==> config.mk <==
export PLATFORM = sky130hd
export DESIGN_NAME = bsg_counter_window_sched
export DESIGN_NICKNAME = d
export VERILOG_FILES = /design/src/rtl/bsg_counter_window_sched_pkg.sv /design/src/rtl/bsg_counter_clear_up_sat_async.sv /design/src/rtl/bsg_counter_window_sched.sv
export SDC_FILE = /design/constraint.sdc
export NUM_CORES = 1
export LEC_CHECK = 0
export BUFFER_PORTS_ARGS = -buffer_cell sky130_fd_sc_hd__buf_2
export CAP_MARGIN = 20
export CORE_MARGIN = 8
export CORE_UTILIZATION = 40
export DETAILED_ROUTE_END_ITERATION = 12
export PLACE_DENSITY_LB_ADDON = 0.25
export SETUP_SLACK_MARGIN = 0.1
export SLEW_MARGIN = 40
export SYNTH_ARGS = -nofsm -noshare
export SYNTH_HDL_FRONTEND = slang
export SYNTH_SLANG_ARGS = --single-unit
==> constraint.sdc <==
create_clock -name clk_i -period 4.4 [get_ports clk_i]
set_clock_uncertainty 0.15 [all_clocks]
set_input_delay 0.22 -clock clk_i [delete_from_list [all_inputs] [get_ports clk_i]]
set_output_delay 0.22 -clock clk_i [all_outputs]
set_load 0.1 [all_outputs]
==> src/rtl/bsg_counter_window_sched_pkg.sv <==
// Shared perf-monitor definitions: scheduler state encoding and index-width helper.
package bsg_counter_window_sched_pkg;

  typedef enum logic [1:0] {
    ST_IDLE   = 2'd0,
    ST_CLEAR  = 2'd1,
    ST_COUNT  = 2'd2,
    ST_REPORT = 2'd3
  } sched_state_e;

  // Index width for n items, never narrower than one bit.
  function automatic int idx_w(input int n);
    return (n > 1) ? $clog2(n) : 1;
  endfunction

endpackage

==> src/rtl/bsg_counter_clear_up_sat_async.sv <==
// Clear/up event counter that saturates at all-ones; clear has priority over up.
module bsg_counter_clear_up_sat_async #(
  parameter int width_p = 8
) (
  input  logic               clk_i,
  input  logic               reset_n_i,
  input  logic               clear_i,
  input  logic               up_i,
  output logic [width_p-1:0] count_o
);

  logic [width_p-1:0] r_count;

  function automatic logic [width_p-1:0] sat_inc(input logic [width_p-1:0] v);
    return (&v) ? v : v + 1'b1;
  endfunction

  always_ff @(posedge clk_i or negedge reset_n_i) begin
    if (!reset_n_i) begin
      r_count <= '0;
    end else if (clear_i) begin
      r_count <= '0;
    end else if (up_i) begin
      r_count <= sat_inc(r_count);
    end
  end

  assign count_o = r_count;

endmodule

==> src/rtl/bsg_counter_window_sched.sv <==
// Round-robin window scheduler: counts one channel's events per window on a
// shared saturating counter and reports {chan, count} over valid/ready.
module bsg_counter_window_sched
  import bsg_counter_window_sched_pkg::*;
#(
  parameter int num_chan_p = 4,
  parameter int width_p    = 8,
  parameter int window_p   = 128
) (
  input  logic                             clk_i,
  input  logic                             reset_n_i,
  input  logic                             en_i,
  input  logic [num_chan_p-1:0]            ev_i,
  output logic                             v_o,
  input  logic                             ready_i,
  output logic [idx_w(num_chan_p)-1:0]     chan_o,
  output logic [width_p-1:0]               count_o,
  output logic                             busy_o
);

  localparam int                CH_W     = idx_w(num_chan_p);
  localparam int                WIN_W    = idx_w(window_p);
  localparam logic [CH_W-1:0]   CH_LAST  = CH_W'(num_chan_p - 1);
  localparam logic [WIN_W-1:0]  WIN_LOAD = WIN_W'(window_p - 1);

  sched_state_e      r_state, w_state_nxt;
  logic [CH_W-1:0]   r_sel;
  logic [WIN_W-1:0]  r_win;
  logic              w_clear, w_up, w_ev_sel, w_hs;
  logic [width_p-1:0] w_cnt;

  assign w_ev_sel = ev_i[r_sel];
  assign w_hs     = (r_state == ST_REPORT) && ready_i;

  always_ff @(posedge clk_i or negedge reset_n_i) begin
    if (!reset_n_i) begin
      r_state <= ST_IDLE;
    end else begin
      r_state <= w_state_nxt;
    end
  end

  // The event arriving in CLEAR is dropped by holding up low there.
  always_comb begin
    w_state_nxt = r_state;
    w_clear     = 1'b0;
    w_up        = 1'b0;
    unique case (r_state)
      ST_IDLE:   if (en_i) w_state_nxt = ST_CLEAR;
      ST_CLEAR: begin
        w_clear     = 1'b1;
        w_state_nxt = ST_COUNT;
      end
      ST_COUNT: begin
        w_up = w_ev_sel;
        if (r_win == '0) w_state_nxt = ST_REPORT;
      end
      ST_REPORT: if (ready_i) w_state_nxt = en_i ? ST_CLEAR : ST_IDLE;
      default:   w_state_nxt = ST_IDLE;
    endcase
  end

  always_ff @(posedge clk_i or negedge reset_n_i) begin
    if (!reset_n_i) begin
      r_win <= '0;
      r_sel <= '0;
    end else begin
      if (r_state == ST_CLEAR) begin
        r_win <= WIN_LOAD;
      end else if (r_state == ST_COUNT && r_win != '0) begin
        r_win <= r_win - 1'b1;
      end
      if (w_hs) begin
        r_sel <= (r_sel == CH_LAST) ? '0 : r_sel + 1'b1;
      end
    end
  end

  bsg_counter_clear_up_sat_async #(.width_p(width_p)) u_cnt (
    .clk_i     (clk_i),
    .reset_n_i (reset_n_i),
    .clear_i   (w_clear),
    .up_i      (w_up),
    .count_o   (w_cnt)
  );

  // Counter is frozen in REPORT, so count_o is stable until the handshake.
  assign v_o     = (r_state == ST_REPORT);
  assign busy_o  = (r_state != ST_IDLE);
  assign chan_o  = r_sel;
  assign count_o = w_cnt;

endmodule

-- After elaboration in Yosys (flattened, before gate mapping)
Cells that the tools add are included.
- order comparisons: 1
- eq/ne operators: 8
- $add $sub $neg: 3
- reduce and logical (&&, ||, !) cells: 11
- muxes and demuxes: 15
- operators by type and width (kind ; number):
    8-bit 2-to-1 mux ; 3
    7-bit 2-to-1 mux ; 2
    8-bit by 1-bit adder with 8-bit output (second input constant) ; 1
    2-bit 2-to-1 mux ; 4
    2-bit one-hot mux with 4 select lines ; 1
    8-bit AND reduction ; 1
    7-bit logical NOT ; 1
    7-bit nonzero test ; 1
    7-bit by 1-bit subtractor with 7-bit output (second input constant) ; 1
    2-bit equality test (second input constant) ; 3
    2-bit nonzero test ; 3
    1-bit 2-to-1 mux ; 4
    2-bit by 1-bit inequality test with 1-bit output (second input constant) ; 2
    2-bit inequality test (second input constant) ; 2
    2-bit by 3-bit less-than comparator with 1-bit output (second input constant) ; 1
    3-bit AND reduction ; 1
    2-bit by 1-bit adder with 2-bit output (second input constant) ; 1
    1-bit binary-select mux with 2-bit select ; 1
    2-bit by 1-bit equality test with 1-bit output (second input constant) ; 1
    1-bit logical AND ; 2
    2-bit logical NOT ; 1
    2-bit AND reduction ; 1
- output and inout port bits: 12
- input port bits: 8
- bits in registers: 19
- logic and storage cells: 42

-- Logic depth before layout (Yosys ltp)
Gate-level depths: netlist of the first run.
- depth in word-level cells: 5
- mapped depth: 7
- mapped depth without buffers: 6

-- Modules after synthesis
A second synthesis of the first run with hierarchy kept.
- cell total of the unflattened synthesis: 113
- area, all modules: 1182.4 sq um
- by module, submodules not included (module ; cells an instance ; area each (sq um) ; times used):
    bsg_counter_window_sched ; 65 ; 693.2 ; 1
    bsg_counter_clear_up_sat_async ; 48 ; 489.2 ; 1

-- Worst setup path after synthesis of the first run
Ideal clock, no wire load.
- path type: reg-to-reg
- from: register r_sel[1], in the netlist chan_o[1]
- to: register u_cnt.r_count[7], in the netlist u_cnt.count_o[7]
- setup slack: 2.127 ns
- clock period less this slack: 2.273 ns
- arrival time: 1.995 ns
- stages on the path, launching flop included: 6
- path through: dfrtp_1 mux2i_1 o22a_1 buf_4 nor2_1 mux2_1
- longest elaborated chain between the ends: 5
- RTL lines (item ; RTL line ; RTL):
    start, declared ; bsg_counter_window_sched.sv:27 ; logic [CH_W-1:0] r_sel;
    start signal, assigned ; bsg_counter_window_sched.sv:74 ; r_sel <= (r_sel == CH_LAST) ? '0 : r_sel + 1'b1;
    1-bit binary-select mux with 2-bit select ; bsg_counter_window_sched.sv:32 ; assign w_ev_sel = ev_i[r_sel];
    1-bit 2-to-1 mux (not written as such) ; bsg_counter_window_sched.sv:32 ;
    1-bit 2-to-1 mux ; bsg_counter_window_sched.sv:48 ; unique case (r_state)
    2-bit nonzero test (no source line) ; - ;
    2-bit AND reduction (no source line) ; - ;
    end signal, assigned ; bsg_counter_clear_up_sat_async.sv:24 ; r_count <= sat_inc(r_count);
    end, declared ; bsg_counter_clear_up_sat_async.sv:12 ; logic [width_p-1:0] r_count;
No other way between the ends. The select of a mux whose other input is x is not followed.
A chain may end at the register's enable or synchronous reset.

-- Worst setup path in the final report of the first run
- from: register r_state[0]
- to: register u_cnt.r_count[3], in the netlist u_cnt.count_o[3]
- longest elaborated chain between the ends: 4
- RTL lines (item ; RTL line ; RTL):
    start, declared ; bsg_counter_window_sched.sv:26 ; sched_state_e r_state, w_state_nxt;
    start signal, assigned ; bsg_counter_window_sched.sv:39 ; r_state <= w_state_nxt;
    2-bit by 1-bit equality test with 1-bit output or 2-bit equality test (tied branches) ; bsg_counter_window_sched.sv:48 ;
    1-bit 2-to-1 mux ; bsg_counter_window_sched.sv:48 ;
    2-bit by 1-bit inequality test with 1-bit output (no source line) or 2-bit nonzero test (tied branches) ; - ;
    2-bit AND reduction (no source line) ; - ;
Parallel ways exist; a longest one is shown, timed or not.

==> results of run 1 <==
power groups by stage:
stage               Sequential, mW  Combinational, mW  Clock [mW]
floorplan                    0.363              0.270           0
global placement             0.251              0.448           0
detailed placement           0.254              0.460           0
CTS                          0.249              0.461      0.0948
global route                 0.256              0.501       0.103
finish                       0.249              0.459      0.0885
flip-flops by register name, summed over array words and instances (netlist names):
signal	flops
u_cnt.count_o	8
r_win	7
chan_o	2
r_state	2
layout by cell type (no fill, tap or decap), types with 2 or more instances in the layout:
cell / instances
dfrtp_1: 19
buf_2: 19
a21oi_1: 12
ha_1: 8
inv_1: 7
nor2_1: 6
o31ai_1: 6
nor3_1: 5
nand2_1: 5
nand2b_1: 4
nand4_1: 3
o21ai_1: 3
or3_1: 3
clkbuf_4: 3
mux2i_1: 2
nand3_1: 2
nor2b_1: 2
a21o_1: 2
nand3b_1: 2
or4_1: 2
layout make-up:
class                   count  area share (%)
multi-input cells          85            47.0
flip-flops and latches     19            37.5
repair buffers             20            8.28
well taps                  31            3.06
clock buffers               4            2.07
inverters                   7            2.07
kinds of logic after synthesis:
kind of cell    count (synthesis)  share of synthesized area (%)
simple gates                   38                           19.3
flops                          19                           42.8
mux                             4                           3.83
xor+xnor                        1                          0.789
fa+ha+maj                       8                           9.02
buf+inv                         9                           3.38
compound gates                 34                           20.9
worst min-delay path, stage by stage:
cell	delay [ns]
buf_2	0.10
nand2_1	0.10
a21o_1	0.12
metal layers:
metal / up-vias / track usage [%] / wire length [um]
li1: 467 / - / -
met1: 436 / 12.6 / 1040
met2: 21 / 19.3 / 1130
met3: 2 / 4.04 / 148
met4: 0 / 3.58 / 16
met5: - / 0 / 0
per-stage QoR:
stage / total power, mW / util [%] / area [sq um] / instances / worst slack [ns]
final: 0.797 / 47.2 / 1270 / 166 / 2.10
after global routing: 0.860 / 47.2 / 1270 / 166 / 1.94
after CTS: 0.805 / 47.2 / 1270 / 166 / 2.10
after detailed placement: 0.713 / 45.9 / 1230 / 161 / 2.13
after global placement: 0.698 / 45.9 / 1230 / 161 / 2.21
after floorplan: 0.633 / - / 1110 / 113 / 2.13
worst paths after layout:
| kind | startpoint | end | slack, ns | cells past startpoint |
|---|---|---|---|---|
| worst min register to register | r_win[6]$_DFFE_PN0P_ | r_win[6]$_DFFE_PN0P_ | 0.35 | 2 |
| worst min-delay path | ready_i | chan_o[0]$_DFFE_PN0P_ | 0.13 | 3 |
| worst max register to register | r_state[0]$_DFFE_PN0P_ | u_cnt.count_o[3]$_DFFE_PN0P_ | 2.10 | 6 |
| max in group asynchronous | reset_n_i | u_cnt.count_o[7]$_DFFE_PN0P_ | 3.55 | 2 |
| min in group asynchronous | reset_n_i | r_win[2]$_DFFE_PN0P_ | 0.24 | 2 |
| worst max-delay path | r_state[0]$_DFFE_PN0P_ | u_cnt.count_o[3]$_DFFE_PN0P_ | 2.10 | 6 |
==> results_dict.tcl, run 1 <==
set metrics [dict create \
    ant_nets 0 \
    worst_ep_required_time_ns 4.47 \
    wl_per_cell_um 14.1 \
    clk_latency_ns 0.30 \
    fin_tns_setup_ns 0 \
    outcome "finished, final reports clean" \
    synthTopCellsByCount "dfrtp_1, a21oi_1, ha_1, inv_1" \
    final_nets 152 \
    worst_pin_slew_ns 0.578 \
    cts_tree "built" \
    crit_arrival_ns 2.37 \
    cts_setup_buffers 0 \
    yosysUniqueCellTypes 38 \
    path_delay_family "simple AND/OR/NAND/NOR gates" \
    cts_buffers 3 \
    cp-start-kind "flop" \
    cts_root_buf "clkbuf_4" \
    multiInputGateArea_sq_um 597 \
    p_leak_nw 0.544 \
    dr.pass1.iters 4 \
    synth-seq-cells 19 \
    synth_top_area_cell "dfrtp_1" \
    fmaxAchievable_ghz 0.434 \
    drc 0 \
    slowest_stage "or4_1" \
    holdWs_ns 0.128 \
    syn2layout_area_growth_pct 14.3 \
    start_util_pct 41.3 \
    hold_viol 0 \
    grt_pass1_wl_um 4060 \
    crit_fanout 12 \
    synthFlopType "dfrtp_1" \
    synth_area_sq_mm 0.00111 \
    criticalPathCategory "reg -> reg" \
    yosysMostFrequentCell "dfrtp_1" \
    portBuffers 19 \
    internal_power_mw 0.365 \
    routed_via_density 5.58 \
    worstSetupEndpointType "flop" \
    max_stage_delay_ns 0.54 \
    netSwitchingFraction_pct 54.2 \
    clock_path_buffers 2 \
    antennaDiodeCount 0 \
    overflow 0 \
    path_clk_slew_ns 0.11 \
    die_area_sq_mm 0.00472 \
    regArea_sq_um 475 \
    pin_count 20 \
    die_x_um 68.7 \
    hold_class "in -> reg" \
    slew_viol_final 0 \
    core_area_sq_mm 0.00269 \
    synthCells 113 \
    clockPowerShare_pct 11.1 \
    synth.top_cell.area_share_pct 42.8 \
    vias 926 \
    min_period_ns 2.30 \
    yosysWarningCount 0 \
    path_buf_inv 1 \
    drive_gt1_share_pct 19.3 \
    drtIter0Drc 117 \
    antenna_found_initial 0 \
    n_fill_cell 255 \
    globalplace.congestion 0.758 \
    p_seq_share_pct 31.3 \
    fp.dieH_um 68.7 \
    ys_seq_area_share_pct 42.8 \
    grt_pass1_vias 907 \
    ir_drop_uv 651 \
    rows 19 \
    period_share_pct 52.3 \
    async_reset_ff_share_pct 100 \
    crit_chain "inv_1, ha_1, nand2b_1, o22a_1, or4_1, a21oi_1" \
    wl_um 2340 \
    htreeDepth 1 \
    rsz0062_at_grt "no" \
    power_per_cell_area_mw_per_mm2 628 \
    drv_cap 0 \
    p_comb_share_pct 57.6 \
    cts_sinks 19 \
    relSlewSlack_pct 61.5 \
    post_cts_resized 0 \
    synth_fp_nets 129 \
    cts.hold.buffers_added 1 \
    p_sw_mw 0.432 \
    avgSynthCellArea_sq_um 9.82 \
    synth.area.top_cells "dfrtp_1, ha_1, a21oi_1" \
    synth_enable_flop_cells 0 \
    hpwl_um 1700 \
    grt_usage_pct 11.2 \
    grt_max_degree 20 \
    setup_viol 0 \
]
(Power assumes the default switching activity.)
==> inputs of run 2 (changes only) <==
- clock period: 4.4 -> 2.2 ns (I/O delays scaled with it)
==> results_dict.tcl, run 2 (same netlist as run 1, synthesis figures left out) <==
set metrics [dict create \
    dr.pass1.iters 4 \
    worst_hold_path.num_cells 3 \
    cts_setup_buffers 0 \
    portBuffers 19 \
    max_stage_delay_ns 0.51 \
    wl_per_cell_um 13.7 \
    worst_pin_slew_ns 0.483 \
    vias 954 \
    die_area_sq_mm 0.00472 \
    cts_sinks 19 \
    crit_chain "inv_2, ha_1, nand2_2, o22a_2, or4_1, a21oi_1" \
    ant_nets 0 \
    largest_reg_flops 8 \
    fmaxAchievable_ghz 0.509 \
    crit_arrival_ns 2.03 \
    worst_ep_required_time_ns 2.26 \
    cts_root_buf "clkbuf_4" \
    period_share_pct 89.3 \
    rsz0062_at_grt "no" \
    power_per_cell_area_mw_per_mm2 1250 \
    grt_pass1_wl_um 4030 \
    pin_count 20 \
    htreeDepth 1 \
    overflow 0 \
    internal_power_mw 0.765 \
    whs_endpoint "chan_o[0]$_DFFE_PN0P_" \
    fin_tns_setup_ns 0 \
    wl_um 2310 \
    p_seq_share_pct 31.2 \
    hold_start "ready_i" \
    worst_slack_ns 0.236 \
    path_delay_family "simple AND/OR/NAND/NOR gates" \
    mostFrequentLayoutCells "buf_2, dfrtp_1, a21oi_1" \
    hpwl_um 1790 \
    slowest_stage "or4_1" \
    power_mw 1.63 \
    rows 19 \
    p_comb_share_pct 57.9 \
    clockPowerShare_pct 10.8 \
    clock_path_buffers 2 \
    drv_cap 0 \
    worstSetupEndpointType "flop" \
    crit_fanout 6 \
    globalplace.congestion 0.776 \
    drtIter0Drc 83 \
    grt_pass1_vias 912 \
    drive_gt1_share_pct 26.8 \
    path_clk_slew_ns 0.11 \
    ir_drop_uv 798 \
    cts_buffers 3 \
    crit-reg2reg-launch "r_state[0]$_DFFE_PN0P_" \
    die_x_um 68.7 \
    antennaDiodeCount 0 \
    slew_viol_final 0 \
    fp.dieH_um 68.7 \
    timing.rr.end "u_cnt.count_o[5]$_DFFE_PN0P_" \
    min_period_ns 1.96 \
    finalNonFillerCells 169 \
    hold_viol 0 \
    setup_viol 0 \
    p_leak_nw 0.549 \
    hold_class "in -> reg" \
    grt_max_degree 20 \
    grt_usage_pct 10.8 \
    final_util_pct 48.4 \
    start_util_pct 41.3 \
    syn2layout_area_growth_pct 17.1 \
    rrSetupSlack_ns 0.24 \
    criticalPathCategory "reg -> reg" \
    cp-start-kind "flop" \
    path_buf_inv 1 \
    final_common_cell "buf_2" \
    cts_tree "built" \
    final_nets 155 \
    netSwitchingFraction_pct 53.0 \
    reg2reg_depth 6 \
    outcome "finished, final reports clean" \
    drc 0 \
    p_sw_mw 0.862 \
    dp.cells 164 \
    relSlewSlack_pct 67.7 \
    antenna_found_initial 0 \
    clk_latency_ns 0.29 \
    place_ws_ns 0.186 \
    core_area_sq_mm 0.00269 \
    routed_via_density 5.64 \
]
[run 2: changes by cell type in the layout (fill, tap and decap cells not counted)]
cell	previous run	this run
dfrtp_1	19	13
o22a_1	1	0
inv_2	0	1
dfrtp_2	0	6
buf_4	0	3
o22a_2	0	1
inv_1	7	6
[run 2: how the worst max path moves through the flow]
stage	start	end	slack (ns)	cells after the start
floorplan	u_cnt.count_o[4]$_DFFE_PN0P_	u_cnt.count_o[5]$_DFFE_PN0P_	0.16	4
global placement	r_state[0]$_DFFE_PN0P_	u_cnt.count_o[3]$_DFFE_PN0P_	0.25	6
detailed placement	r_state[0]$_DFFE_PN0P_	u_cnt.count_o[5]$_DFFE_PN0P_	0.19	6
CTS	r_state[0]$_DFFE_PN0P_	u_cnt.count_o[5]$_DFFE_PN0P_	0.16	6
global route	r_state[0]$_DFFE_PN0P_	u_cnt.count_o[5]$_DFFE_PN0P_	0.11	6
finish	r_state[0]$_DFFE_PN0P_	u_cnt.count_o[5]$_DFFE_PN0P_	0.24	6
[run 2: per-stage QoR]
| step | area, sq um | hold slack [ns] |
|---|---|---|
| after floorplan | 1120 | -0.336 |
| after global placement | 1260 | -0.0761 |
| after detailed placement | 1260 | -0.0733 |
| after CTS | 1300 | 0.0332 |
| after global routing | 1300 | 0.0571 |
| final | 1300 | 0.0383 |
[run 2: power by group through the flow]
stage | logic (mW) | clock network, mW | registers, mW
4_1_cts | 0.955 | 0.182 | 0.507
3_5_place_dp | 0.952 | 0 | 0.515
3_3_place_gp | 0.926 | 0 | 0.510
5_1_grt | 1.03 | 0.196 | 0.521
2_1_floorplan | 0.539 | 0 | 0.733
6_report | 0.943 | 0.176 | 0.508
[run 2: timing repair]
item                                    in CTS  in global routing
hold buffers                                 1                  0
endpoints found under the hold margin       19                  0
endpoints found under the setup margin       0                  5
gates resized for setup                      0                  2
[run 2: routing by layer]
layer / vias to the layer above / GRT usage (%) / share of wire [%]
met5: - / 0 / 0
met4: 0 / 4.09 / 1.6
li1: 474 / - / -
met3: 4 / 2.10 / 6.6
met2: 24 / 18.4 / 49
met1: 452 / 13.3 / 43
[run 2: cell type report]
class	instances	area (sq um)
multi-input cells	85	598
inverters	7	26.3
flip-flops and latches	19	483
repair buffers	23	128
fillers	252	1390
clock buffers	4	26.3
well taps	31	38.8
[run 2: tightest hold or removal path, delay by kind of cell]
kind,cells,cell delay [ns]
buf+inv,1,0.10
compound gates,1,0.12
simple gates,1,0.11
==> inputs of run 3 (changes only) <==
- PLACE_DENSITY: not set -> 0.66
- PLACE_DENSITY_LB_ADDON: 0.25 -> not set
==> results_dict.tcl, run 3 (same netlist as run 1, synthesis figures left out) <==
set metrics [dict create \
    hold_class "in -> reg" \
    grt_max_degree 20 \
    htreeDepth 1 \
    power_mw 1.63 \
    die_area_sq_mm 0.00472 \
    antenna_found_initial 0 \
    criticalPathCategory "reg -> reg" \
    hold_start "ready_i" \
    drv_cap 0 \
    routed_via_density 5.64 \
    final_util_pct 48.2 \
    outcome "finished, final reports clean" \
    cts_root_buf "clkbuf_4" \
    placed_area_sq_mm 0.00125 \
    finalNonFillerCells 168 \
    final_common_cell "buf_2" \
    die_x_um 68.7 \
    final_nets 154 \
    hold_viol 0 \
    cts_sinks 19 \
    fin_tns_setup_ns 0 \
    grt_pass1_wl_um 4040 \
    period_share_pct 90.0 \
    rows 19 \
    crit-reg2reg-launch "r_state[0]$_DFFE_PN0P_" \
    path_clk_slew_ns 0.11 \
    portBuffers 19 \
    vias 947 \
    critPathLaunch "r_state[0]$_DFFE_PN0P_" \
    overflow 0 \
    mostFrequentLayoutCells "buf_2, dfrtp_1, a21oi_1" \
    worst_ep_required_time_ns 2.26 \
    worstSetupEndpointType "flop" \
    drtIter0Drc 78 \
    cts_tree "built" \
    dp.cells 163 \
    p_leak_nw 0.542 \
    min_period_ns 1.98 \
    drive_gt1_share_pct 26.3 \
    globalplace.congestion 0.762 \
    place_ws_ns 0.175 \
    wl_per_cell_um 14.4 \
    pin_count 20 \
    setup_viol 0 \
    fp.dieH_um 68.7 \
    cts_buffers 3 \
    worst_slack_ns 0.219 \
    slowest_stage "dfrtp_1" \
    n_fill_cell 254 \
    ant_nets 0 \
    wl_um 2420 \
    ir_drop_uv 1110 \
    power_per_cell_area_mw_per_mm2 1260 \
    dr.pass1.iters 4 \
    crit_fanout 7 \
    clock_path_buffers 2 \
    crit_arrival_ns 2.04 \
    regArea_sq_um 483 \
    clk_latency_ns 0.29 \
    drc 0 \
    holdWs_ns 0.0204 \
    syn2layout_area_growth_pct 16.6 \
    grt_usage_pct 10.8 \
    grt_pass1_vias 922 \
    largest_reg_flops 8 \
    slew_viol_final 0 \
    cp-start-kind "flop" \
    path_buf_inv 2 \
    max_stage_delay_ns 0.44 \
    start_util_pct 41.3 \
    core_area_sq_mm 0.00269 \
    relSlewSlack_pct 62.6 \
    final_cell_area_sq_mm 0.00129 \
    hpwl_um 1770 \
    multiInputGateArea_sq_um 599 \
    rsz0062_at_grt "no" \
    antennaDiodeCount 0 \
    fmaxAchievable_ghz 0.505 \
    path_delay_family "flip-flops" \
    crit_chain "inv_2, ha_2, nand2b_1, o22a_1, buf_4, or3_1, a21oi_1" \
    worst_pin_slew_ns 0.560 \
]
[run 3: layout make-up]
class	count	area share [%]
clock buffers	4	2.03
inverters	7	2.03
multi-input cells	85	46.3
flip-flops and latches	19	37.3
well taps	31	3.00
repair buffers	22	9.28
[run 3: power breakdown]
group          internal, mW  total [mW]  switching (mW)
combinational         0.256       0.938           0.682
clock                0.0704       0.179           0.109
sequential            0.427       0.509          0.0814
total                 0.754        1.63           0.872
[run 3: path summary, 6_finish.rpt]
kind,slack (ns),cells past startpoint,to
max,0.22,7,u_cnt.count_o[0]$_DFFE_PN0P_
min,0.02,3,chan_o[0]$_DFFE_PN0P_
max reg2reg,0.22,7,u_cnt.count_o[0]$_DFFE_PN0P_
min reg2reg,0.36,2,r_win[6]$_DFFE_PN0P_
max in group asynchronous,1.44,2,u_cnt.count_o[3]$_DFFE_PN0P_
min in group asynchronous,0.13,2,u_cnt.count_o[5]$_DFFE_PN0P_
[run 3: what timing repair did]
item / in CTS / in global routing
hold buffers: 1 / 0
setup endpoints to repair: 0 / 4
gates resized for setup: 0 / 2
buffers inserted: 0 / 0
hold endpoints to repair: 19 / 0
[run 3: routing by layer]
metal | vias up | part of all wire (%) | GRT usage (%)
li1 | 468 | - | -
met1 | 455 | 47 | 13.3
met2 | 20 | 46 | 18.2
met3 | 4 | 5.5 | 2.42
met4 | 0 | 1.3 | 3.84
met5 | - | 0 | 0
[run 3: tightest hold or removal path: stages]
cell and delay, ns:
buf_2 0.10, nand2_1 0.10, a21o_1 0.12
